$ cat src/rtl/mdu_pkg.sv
// Shared types for the multiply/divide unit: op and state encodings plus the
// operand magnitude helper used before the unsigned mul/div datapaths.
package mdu_pkg;

  // Widest XLEN the magnitude helper supports (XLEN must be below this).
  localparam int MAX_XLEN = 64;

  typedef enum logic [2:0] {
    MDU_MUL   = 3'd0,
    MDU_MULH  = 3'd1,
    MDU_MULHU = 3'd2,
    MDU_DIV   = 3'd3,
    MDU_MOD   = 3'd4,
    MDU_DIVU  = 3'd5,
    MDU_MODU  = 3'd6
  } mdu_op_t;

  typedef enum logic [1:0] {
    S_IDLE = 2'd0,
    S_MUL  = 2'd1,
    S_DIV  = 2'd2,
    S_DONE = 2'd3
  } mdu_state_t;

  // v must arrive sign-extended to MAX_XLEN; the low XLEN bits of the return
  // value are the magnitude (the most negative value maps to 2**(XLEN-1)).
  function automatic logic [MAX_XLEN-1:0] abs_val(input logic is_signed,
                                                  input logic [MAX_XLEN-1:0] v);
    return (is_signed && v[MAX_XLEN-1]) ? -v : v;
  endfunction

endpackage

$ cat src/rtl/mdu_if.sv
// Request/response bundle between the execute stage and the mdu.
// master = pipeline side, slave = mdu side.
interface mdu_if #(
  parameter int XLEN = 32
);
  import mdu_pkg::*;

  logic            flush;
  logic            in_valid;
  logic            in_ready;
  mdu_op_t         op;
  logic [XLEN-1:0] src1;
  logic [XLEN-1:0] src2;
  logic            out_valid;
  logic            out_ready;
  logic [XLEN-1:0] result;
  logic            busy;

  modport master (
    output flush, in_valid, op, src1, src2, out_ready,
    input  in_ready, out_valid, result, busy
  );

  modport slave (
    input  flush, in_valid, op, src1, src2, out_ready,
    output in_ready, out_valid, result, busy
  );

endinterface

$ cat src/rtl/mdu_div_core.sv
// Restoring radix-2 divider on unsigned magnitudes, one quotient bit per cycle.
// Latency: XLEN cycles after start; done is high during the final iteration.
// No backpressure: quo/rem hold after the last step until the next start.
module mdu_div_core #(
  parameter int XLEN = 32
) (
  input  logic            clk,
  input  logic            rst,
  input  logic            kill,
  input  logic            start,
  input  logic [XLEN-1:0] dividend,
  input  logic [XLEN-1:0] divisor,
  output logic [XLEN-1:0] quo,
  output logic [XLEN-1:0] rem,
  output logic            done
);
  localparam int CNT_W = $clog2(XLEN + 1);

  logic [XLEN-1:0]  dvsr;
  logic [CNT_W-1:0] cnt;
  logic             run;
  logic [XLEN:0]    shifted;
  logic [XLEN:0]    diff;

  // quo doubles as the dividend shift register; its MSB feeds the remainder.
  assign shifted = {rem, quo[XLEN-1]};
  assign diff    = shifted - {1'b0, dvsr};
  assign done    = run && (cnt == '0);

  always_ff @(posedge clk or posedge rst) begin
    if (rst) begin
      dvsr <= '0;
      quo  <= '0;
      rem  <= '0;
      cnt  <= '0;
      run  <= 1'b0;
    end else if (kill) begin
      run  <= 1'b0;
      cnt  <= '0;
    end else if (start) begin
      dvsr <= divisor;
      quo  <= dividend;
      rem  <= '0;
      cnt  <= CNT_W'(XLEN - 1);
      run  <= 1'b1;
    end else if (run) begin
      if (!diff[XLEN]) begin
        rem <= diff[XLEN-1:0];
        quo <= {quo[XLEN-2:0], 1'b1};
      end else begin
        rem <= shifted[XLEN-1:0];
        quo <= {quo[XLEN-2:0], 1'b0};
      end
      if (cnt == '0) run <= 1'b0;
      else           cnt <= cnt - CNT_W'(1);
    end
  end

endmodule

$ cat src/rtl/mdu.sv
// Multi-cycle MUL/MULH/MULHU/DIV/MOD/DIVU/MODU unit; MDU_FAST_MUL_EN selects a single-cycle multiplier.
// Latency: XLEN+1 cycles to out_valid (mul 2 with MDU_FAST_MUL_EN); divide special cases and unknown ops 1.
// Backpressure: result held in DONE until out_ready; in_ready only in IDLE; flush cancels in any state.
module mdu
  import mdu_pkg::*;
#(
  parameter int XLEN = 32
) (
  input logic  clk,
  input logic  rst,
  mdu_if.slave bus
);
  localparam int CNT_W = $clog2(XLEN + 1);
  localparam int PW    = 2 * XLEN;
  localparam logic [XLEN-1:0] ONES = '1;
  localparam logic [XLEN-1:0] SMIN = {1'b1, {(XLEN-1){1'b0}}};

  mdu_state_t      state;
  mdu_op_t         op_q;
  logic            neg_q;
  logic            negr_q;
  logic            spec_q;
  logic [XLEN-1:0] spec_res_q;
  logic [PW-1:0]   prod_q;

`ifdef MDU_FAST_MUL_EN
  logic [XLEN-1:0]      a_q;
  logic [XLEN-1:0]      b_q;
  logic                 sa_q;
  logic signed [PW-1:0] fprod;

  always_comb begin
    fprod = PW'($signed({sa_q & a_q[XLEN-1], a_q})) * PW'($signed({sa_q & b_q[XLEN-1], b_q}));
  end
`else
  logic [PW-1:0]    mcand;
  logic [XLEN-1:0]  mplier;
  logic [CNT_W-1:0] cnt;
`endif

  logic                is_mul, is_div, is_sdiv, sgn_mode, sgn1, sgn2;
  logic                div_zero, div_ovf, div_start, div_done;
  logic [MAX_XLEN-1:0] abs1_w, abs2_w;
  logic [XLEN-1:0]     mag1, mag2, quo, rem;
  logic                unused_abs_hi;

  always_comb begin
    is_mul   = bus.op inside {MDU_MUL, MDU_MULH, MDU_MULHU};
    is_div   = bus.op inside {MDU_DIV, MDU_MOD, MDU_DIVU, MDU_MODU};
    is_sdiv  = bus.op inside {MDU_DIV, MDU_MOD};
    sgn_mode = is_sdiv || (bus.op == MDU_MULH);
    sgn1     = sgn_mode && bus.src1[XLEN-1];
    sgn2     = sgn_mode && bus.src2[XLEN-1];
    abs1_w   = abs_val(sgn_mode, MAX_XLEN'($signed(bus.src1)));
    abs2_w   = abs_val(sgn_mode, MAX_XLEN'($signed(bus.src2)));
    mag1     = abs1_w[XLEN-1:0];
    mag2     = abs2_w[XLEN-1:0];
    div_zero = is_div && (bus.src2 == '0);
    div_ovf  = is_sdiv && (bus.src1 == SMIN) && (bus.src2 == ONES);
  end

  assign unused_abs_hi = ^{abs1_w[MAX_XLEN-1:XLEN], abs2_w[MAX_XLEN-1:XLEN]};
  assign div_start = (state == S_IDLE) && !bus.flush && bus.in_valid &&
                     is_div && !div_zero && !div_ovf;

  mdu_div_core #(.XLEN(XLEN)) u_div_core (
    .clk      (clk),
    .rst      (rst),
    .kill     (bus.flush),
    .start    (div_start),
    .dividend (mag1),
    .divisor  (mag2),
    .quo      (quo),
    .rem      (rem),
    .done     (div_done)
  );

  always_ff @(posedge clk or posedge rst) begin
    if (rst) begin
      state      <= S_IDLE;
      op_q       <= MDU_MUL;
      neg_q      <= 1'b0;
      negr_q     <= 1'b0;
      spec_q     <= 1'b0;
      spec_res_q <= '0;
      prod_q     <= '0;
`ifdef MDU_FAST_MUL_EN
      a_q        <= '0;
      b_q        <= '0;
      sa_q       <= 1'b0;
`else
      mcand      <= '0;
      mplier     <= '0;
      cnt        <= '0;
`endif
    end else if (bus.flush) begin
      state <= S_IDLE;
    end else begin
      case (state)
        S_IDLE: if (bus.in_valid) begin
          op_q   <= bus.op;
          neg_q  <= sgn1 ^ sgn2;
          negr_q <= sgn1;
          spec_q <= 1'b0;
          if (!is_mul && !is_div) begin
            spec_q     <= 1'b1;
            spec_res_q <= '0;
            state      <= S_DONE;
          end else if (div_zero) begin
            spec_q     <= 1'b1;
            spec_res_q <= (bus.op inside {MDU_DIV, MDU_DIVU}) ? ONES : bus.src1;
            state      <= S_DONE;
          end else if (div_ovf) begin
            spec_q     <= 1'b1;
            spec_res_q <= (bus.op == MDU_DIV) ? bus.src1 : '0;
            state      <= S_DONE;
          end else if (is_div) begin
            state <= S_DIV;
          end else begin
            state <= S_MUL;
`ifdef MDU_FAST_MUL_EN
            a_q  <= bus.src1;
            b_q  <= bus.src2;
            sa_q <= sgn_mode;
`else
            mcand  <= PW'(mag1);
            mplier <= mag2;
            prod_q <= '0;
            cnt    <= CNT_W'(XLEN - 1);
`endif
          end
        end
        S_MUL: begin
`ifdef MDU_FAST_MUL_EN
          prod_q <= fprod;
          state  <= S_DONE;
`else
          if (mplier[0]) prod_q <= prod_q + mcand;
          mcand  <= mcand << 1;
          mplier <= mplier >> 1;
          if (cnt == '0) state <= S_DONE;
          else           cnt   <= cnt - CNT_W'(1);
`endif
        end
        S_DIV:   if (div_done)      state <= S_DONE;
        S_DONE:  if (bus.out_ready) state <= S_IDLE;
        default: state <= S_IDLE;
      endcase
    end
  end

  // Sign fix-up straight off the held magnitudes so DONE presents the final value.
  logic [PW-1:0]   mul_full;
  logic [XLEN-1:0] quo_fix, rem_fix, res;

  always_comb begin
`ifdef MDU_FAST_MUL_EN
    mul_full = prod_q;
`else
    mul_full = neg_q ? -prod_q : prod_q;
`endif
    quo_fix = neg_q  ? -quo : quo;
    rem_fix = negr_q ? -rem : rem;
    res     = '0;
    if (state == S_DONE) begin
      if (spec_q) begin
        res = spec_res_q;
      end else begin
        case (op_q)
          MDU_MUL:             res = mul_full[XLEN-1:0];
          MDU_MULH, MDU_MULHU: res = mul_full[PW-1:XLEN];
          MDU_DIV, MDU_DIVU:   res = quo_fix;
          MDU_MOD, MDU_MODU:   res = rem_fix;
          default:             res = '0;
        endcase
      end
    end
  end

  assign bus.result    = res;
  assign bus.out_valid = (state == S_DONE) && !bus.flush;
  assign bus.in_ready  = (state == S_IDLE) && !bus.flush;
  assign bus.busy      = (state != S_IDLE);

endmodule

$ cat src/flat_wrapper.sv
// flat-port wrapper written by rule: the top's interface ports become plain ports
module mdu_flat import mdu_pkg::*;
#(
  parameter int XLEN = 32
)
  (clk, rst, bus_flush, bus_in_valid, bus_op, bus_src1, bus_src2, bus_out_ready, bus_in_ready, bus_out_valid, bus_result, bus_busy);
  mdu_if #(.XLEN(XLEN)) bus_i ();
  input logic clk;
  input logic rst;
  input wire logic [$bits(bus_i.flush)-1:0] bus_flush;
  input wire logic [$bits(bus_i.in_valid)-1:0] bus_in_valid;
  input wire logic [$bits(bus_i.op)-1:0] bus_op;
  input wire logic [$bits(bus_i.src1)-1:0] bus_src1;
  input wire logic [$bits(bus_i.src2)-1:0] bus_src2;
  input wire logic [$bits(bus_i.out_ready)-1:0] bus_out_ready;
  output wire logic [$bits(bus_i.in_ready)-1:0] bus_in_ready;
  output wire logic [$bits(bus_i.out_valid)-1:0] bus_out_valid;
  output wire logic [$bits(bus_i.result)-1:0] bus_result;
  output wire logic [$bits(bus_i.busy)-1:0] bus_busy;
  assign bus_i.flush = bus_flush;
  assign bus_i.in_valid = bus_in_valid;
  assign bus_i.op = bus_op;
  assign bus_i.src1 = bus_src1;
  assign bus_i.src2 = bus_src2;
  assign bus_i.out_ready = bus_out_ready;
  assign bus_in_ready = bus_i.in_ready;
  assign bus_out_valid = bus_i.out_valid;
  assign bus_result = bus_i.result;
  assign bus_busy = bus_i.busy;
  mdu #(.XLEN(XLEN)) u_core (.clk(clk), .rst(rst), .bus(bus_i));
endmodule
$ cat config.mk
export PLATFORM = sky130hd
export DESIGN_NAME = mdu_flat
export DESIGN_NICKNAME = d
export VERILOG_FILES = /design/src/rtl/mdu_pkg.sv /design/src/rtl/mdu_if.sv /design/src/rtl/mdu_div_core.sv /design/src/rtl/mdu.sv /design/src/flat_wrapper.sv
export SDC_FILE = /design/constraint.sdc
export NUM_CORES = 1
export LEC_CHECK = 0
export CAP_MARGIN = 20
export CORE_MARGIN = 1
export CORE_UTILIZATION = 61
export CTS_CLUSTER_SIZE = 28
export DETAILED_ROUTE_END_ITERATION = 6
export PLACE_DENSITY = 0.9
export SYNTH_ARGS = -nofsm -noshare
export SYNTH_HDL_FRONTEND = slang
export SYNTH_SLANG_ARGS = --single-unit
$ cat constraint.sdc
create_clock -name clk -period 16.6 [get_ports clk]
set_input_delay 4.98 -clock clk [delete_from_list [all_inputs] [get_ports clk]]
set_output_delay 4.98 -clock clk [all_outputs]
set_load 0.01 [all_outputs]
==> results.sh <==
export IMPL_cts_resized=0
export IMPL_yosysWarnings=0
export IMPL_fmax_mhz=84.5
export IMPL_r2r_end="u_core.u_div_core.rem[10]"
export IMPL_finalCritPeriodShare=0.713
export IMPL_fin_cells=3473
export IMPL_finalSetupTns_ps=0
export IMPL_rows=70
export IMPL_path_class="in -> out"
export IMPL_hp_start="u_core.u_div_core.dvsr[31]"
export IMPL_hold_path_class="reg -> reg"
export IMPL_cts_tree="built"
export IMPL_worstPathCellList="clkdlybuf4s50_1, nor2_1, clkdlybuf4s50_1"
export IMPL_setup_violations_final=0
export IMPL_core_um2=37000
export IMPL_grt_usage=0.401
export IMPL_pwr_share_clk=0.187
export IMPL_cts_clk_slew_worst_paths_ps=60
export IMPL_p_seq_frac=0.276
export IMPL_fillers=2942
export IMPL_grt_pass1_vias=21900
export IMPL_max_stage_delay_ps=750
export IMPL_dieArea_um2=38700
export IMPL_start_util=0.626
export IMPL_layout_common_cells="nand2_1 (433), o21ai_0 (344), dfrtp_1 (308)"
export IMPL_worst_pin_slew_ps=1130
export IMPL_hold_path_end="u_core.u_div_core.dvsr[31]"
export IMPL_syn2layout_area_growth_pct=11.4
export IMPL_antenna_found_initial=2
export IMPL_reg2reg_depth=15
export IMPL_syn_area_per_cell_um2=7.91
export IMPL_wl_per_cell_um=22.4
export IMPL_p_comb_frac=0.536
export IMPL_cts_root_buf="clkbuf_16"
export IMPL_total_power_mw=4.61
export IMPL_fin_area_um2=25800
export IMPL_die_w_um=197
export IMPL_drt_iter0_drc=2824
export IMPL_sw_frac_of_total=0.478
export IMPL_drt_wl_total_um=77700
export IMPL_synth_edf_count=0
export IMPL_timing_hold_violations_final=0
export IMPL_status="completed"
export IMPL_end_kind="primary output"
export IMPL_synthesis_area_um2=23200
export IMPL_power_density_nw_per_um2=179
export IMPL_grt_max_degree=104
export IMPL_drcViolationCount=0
export IMPL_max_slew_margin=0.247
export IMPL_worstReg2RegStart="u_core.u_div_core.quo[31]"
export IMPL_regToRegSetupSlack_ps=11790
export IMPL_crit_slowest_cell="clkdlybuf4s50_1"
export IMPL_synth_cell_types=79
export IMPL_clock_sinks=309
export IMPL_p_switching_mw=2.21
export IMPL_preCtsSetupSlack_ps=4760
export IMPL_synthArstFlopShare=1.00
export IMPL_vias_per_cell=6.68
export IMPL_synth_cells=2927
export IMPL_hold_path_depth=2
export IMPL_layout_drive_gt1_share=0.0475
export IMPL_ir_drop_mv=0.113
export IMPL_grt_setup_unrepaired="false"
export IMPL_p_leak_nw=11.6
export IMPL_skew_ps=37.7
export IMPL_final_max_slew_violation_count=0
export IMPL_cp_common_cell="clkdlybuf4s50_1"
export IMPL_layout_nets=3122
export IMPL_drv_cap=0
export IMPL_grt_pass1_wl_um=121000
export IMPL_io_buffers=106
export IMPL_firstDrtPassIters=6
export IMPL_worst_setup_path_start_kind="input port"
export IMPL_final_common_cell="nand2_1"
export IMPL_io_pins=107
export IMPL_cp_data_required_time_ps=11620
export IMPL_dp_hpwl_um=55900
export IMPL_h_tree_depth=2
export IMPL_p_int_mw=2.41
export IMPL_yosysSeqAreaShare=0.334
export IMPL_num_vias=23200
export IMPL_synth_seq_cells=309
export IMPL_final_antenna_net_count=0
export IMPL_grt_overflow_total=0
export IMPL_place_area_um2=24500
export IMPL_cp_arrival_ps=6850
export IMPL_ctsLongestPathBuffers=3
export IMPL_cp_max_fo=15
export IMPL_min_period_ps=11830
export IMPL_gp_congestion=1.05
export IMPL_ctsHoldBuffers=0
export IMPL_die_h_um=197
export IMPL_worst_slack_ps=4770
export IMPL_placed_cells=3402
export IMPL_postCtsSetupRepairBufs=0
export IMPL_numCtsBuffers=38
export IMPL_ys_flop_type="dfrtp_1"
export IMPL_synth_nets=3110
export IMPL_clk_latency_ps=590
state kept, by name, summed over array words and instances (netlist names):
signal and flops:
u_core.u_div_core.run 1, u_core.u_div_core.rem 32, u_core.neg_q 1, u_core.negr_q 1, u_core.u_div_core.dvsr 32, u_core.prod_q 64, u_core.cnt 6, u_core.state 2
u_core.op_q 3, u_core.u_div_core.cnt 6, u_core.u_div_core.quo 32, u_core.spec_q 1, u_core.mplier 32, u_core.spec_res_q 32, u_core.mcand 64
area by class of cell:
cell class              count  area, µm²  area share
diodes                      1       2.50   0.0000970
inverters                  88        338      0.0131
clock buffers              57       1130      0.0439
repair buffers            132       1280      0.0495
multi-input cells        2370      14500       0.563
flip-flops and latches    309       7730       0.300
well taps                 504        631      0.0244
clock inverters            12        156     0.00606
power groups by stage:
stage | clock network [mW] | registers, mW | logic, mW
finish | 0.864 | 1.28 | 2.47
detailed placement | 0 | 1.27 | 2.38
floorplan | 0 | 1.14 | 1.78
CTS | 0.868 | 1.26 | 2.40
global route | 0.898 | 1.30 | 2.67
global placement | 0 | 1.25 | 2.30
cells in the mapped netlist (all sizes together) (13+ instances only):
| cell type | instances | area [µm²] |
|---|---|---|
| nand3 | 80 | 400 |
| nor3 | 51 | 255 |
| nor4 | 22 | 138 |
| a22oi | 13 | 97.6 |
| o21ai | 348 | 1740 |
| inv | 88 | 330 |
| or4 | 17 | 139 |
| mux2i | 23 | 230 |
| nand2b | 35 | 219 |
| a22o | 17 | 149 |
| or3 | 30 | 200 |
| xnor2 | 140 | 1230 |
| buf | 15 | 87.6 |
| o41ai | 23 | 209 |
| nand2 | 433 | 1630 |
| nor2b | 27 | 169 |
| clkbuf | 144 | 541 |
| nor2 | 208 | 781 |
| dfrtp | 309 | 7730 |
| o31ai | 54 | 405 |
| ha | 109 | 1360 |
| a221oi | 16 | 140 |
| a21oi | 286 | 1430 |
| nand4 | 28 | 175 |
| a21o | 56 | 420 |
| xor2 | 132 | 1160 |
| o221a | 20 | 225 |
| o22ai | 28 | 175 |
| o21bai | 24 | 180 |
per-layer routing:
layer,global-route usage,part of all wire
met3,0.0835,0.11
met5,0,0.000077
met4,0.195,0.053
met1,0.541,0.40
met2,0.615,0.44
cells by family after synthesis:
| kind of cell | synth area share |
|---|---|
| AOI/OAI and AO/OA | 0.255 |
| xor gates and xnor gates | 0.103 |
| muxes | 0.0109 |
| buffers and inverters | 0.0419 |
| DFF | 0.334 |
| adders and majority gates | 0.0606 |
| and+or+nand+nor | 0.194 |
critical path: cells and delay by family:
| kind | cells | cell delay (ps) |
|---|---|---|
| buffers and inverters | 2 | 1370 |
| AND/OR/NAND/NOR | 1 | 500 |
worst max path at each step:
stage              start             to  slack (ps)  cells after the start
6_report       bus_flush   bus_in_ready        4770                      3
5_1_grt        bus_flush   bus_in_ready        4680                      3
4_1_cts        bus_flush   bus_in_ready        4780                      3
3_5_place_dp   bus_flush   bus_in_ready        4760                      3
3_3_place_gp   bus_flush   bus_in_ready        4790                      3
2_1_floorplan        rst  u_core.cnt[0]        3080                      1
stage by stage:
stage,util,hold WS (ps)
floorplan,-,442
global placement,0.662,461
detailed placement,0.662,470
CTS,0.697,483
global route,0.698,494
finish,0.698,479
Note: power is estimated with default switching activity, not from simulation.
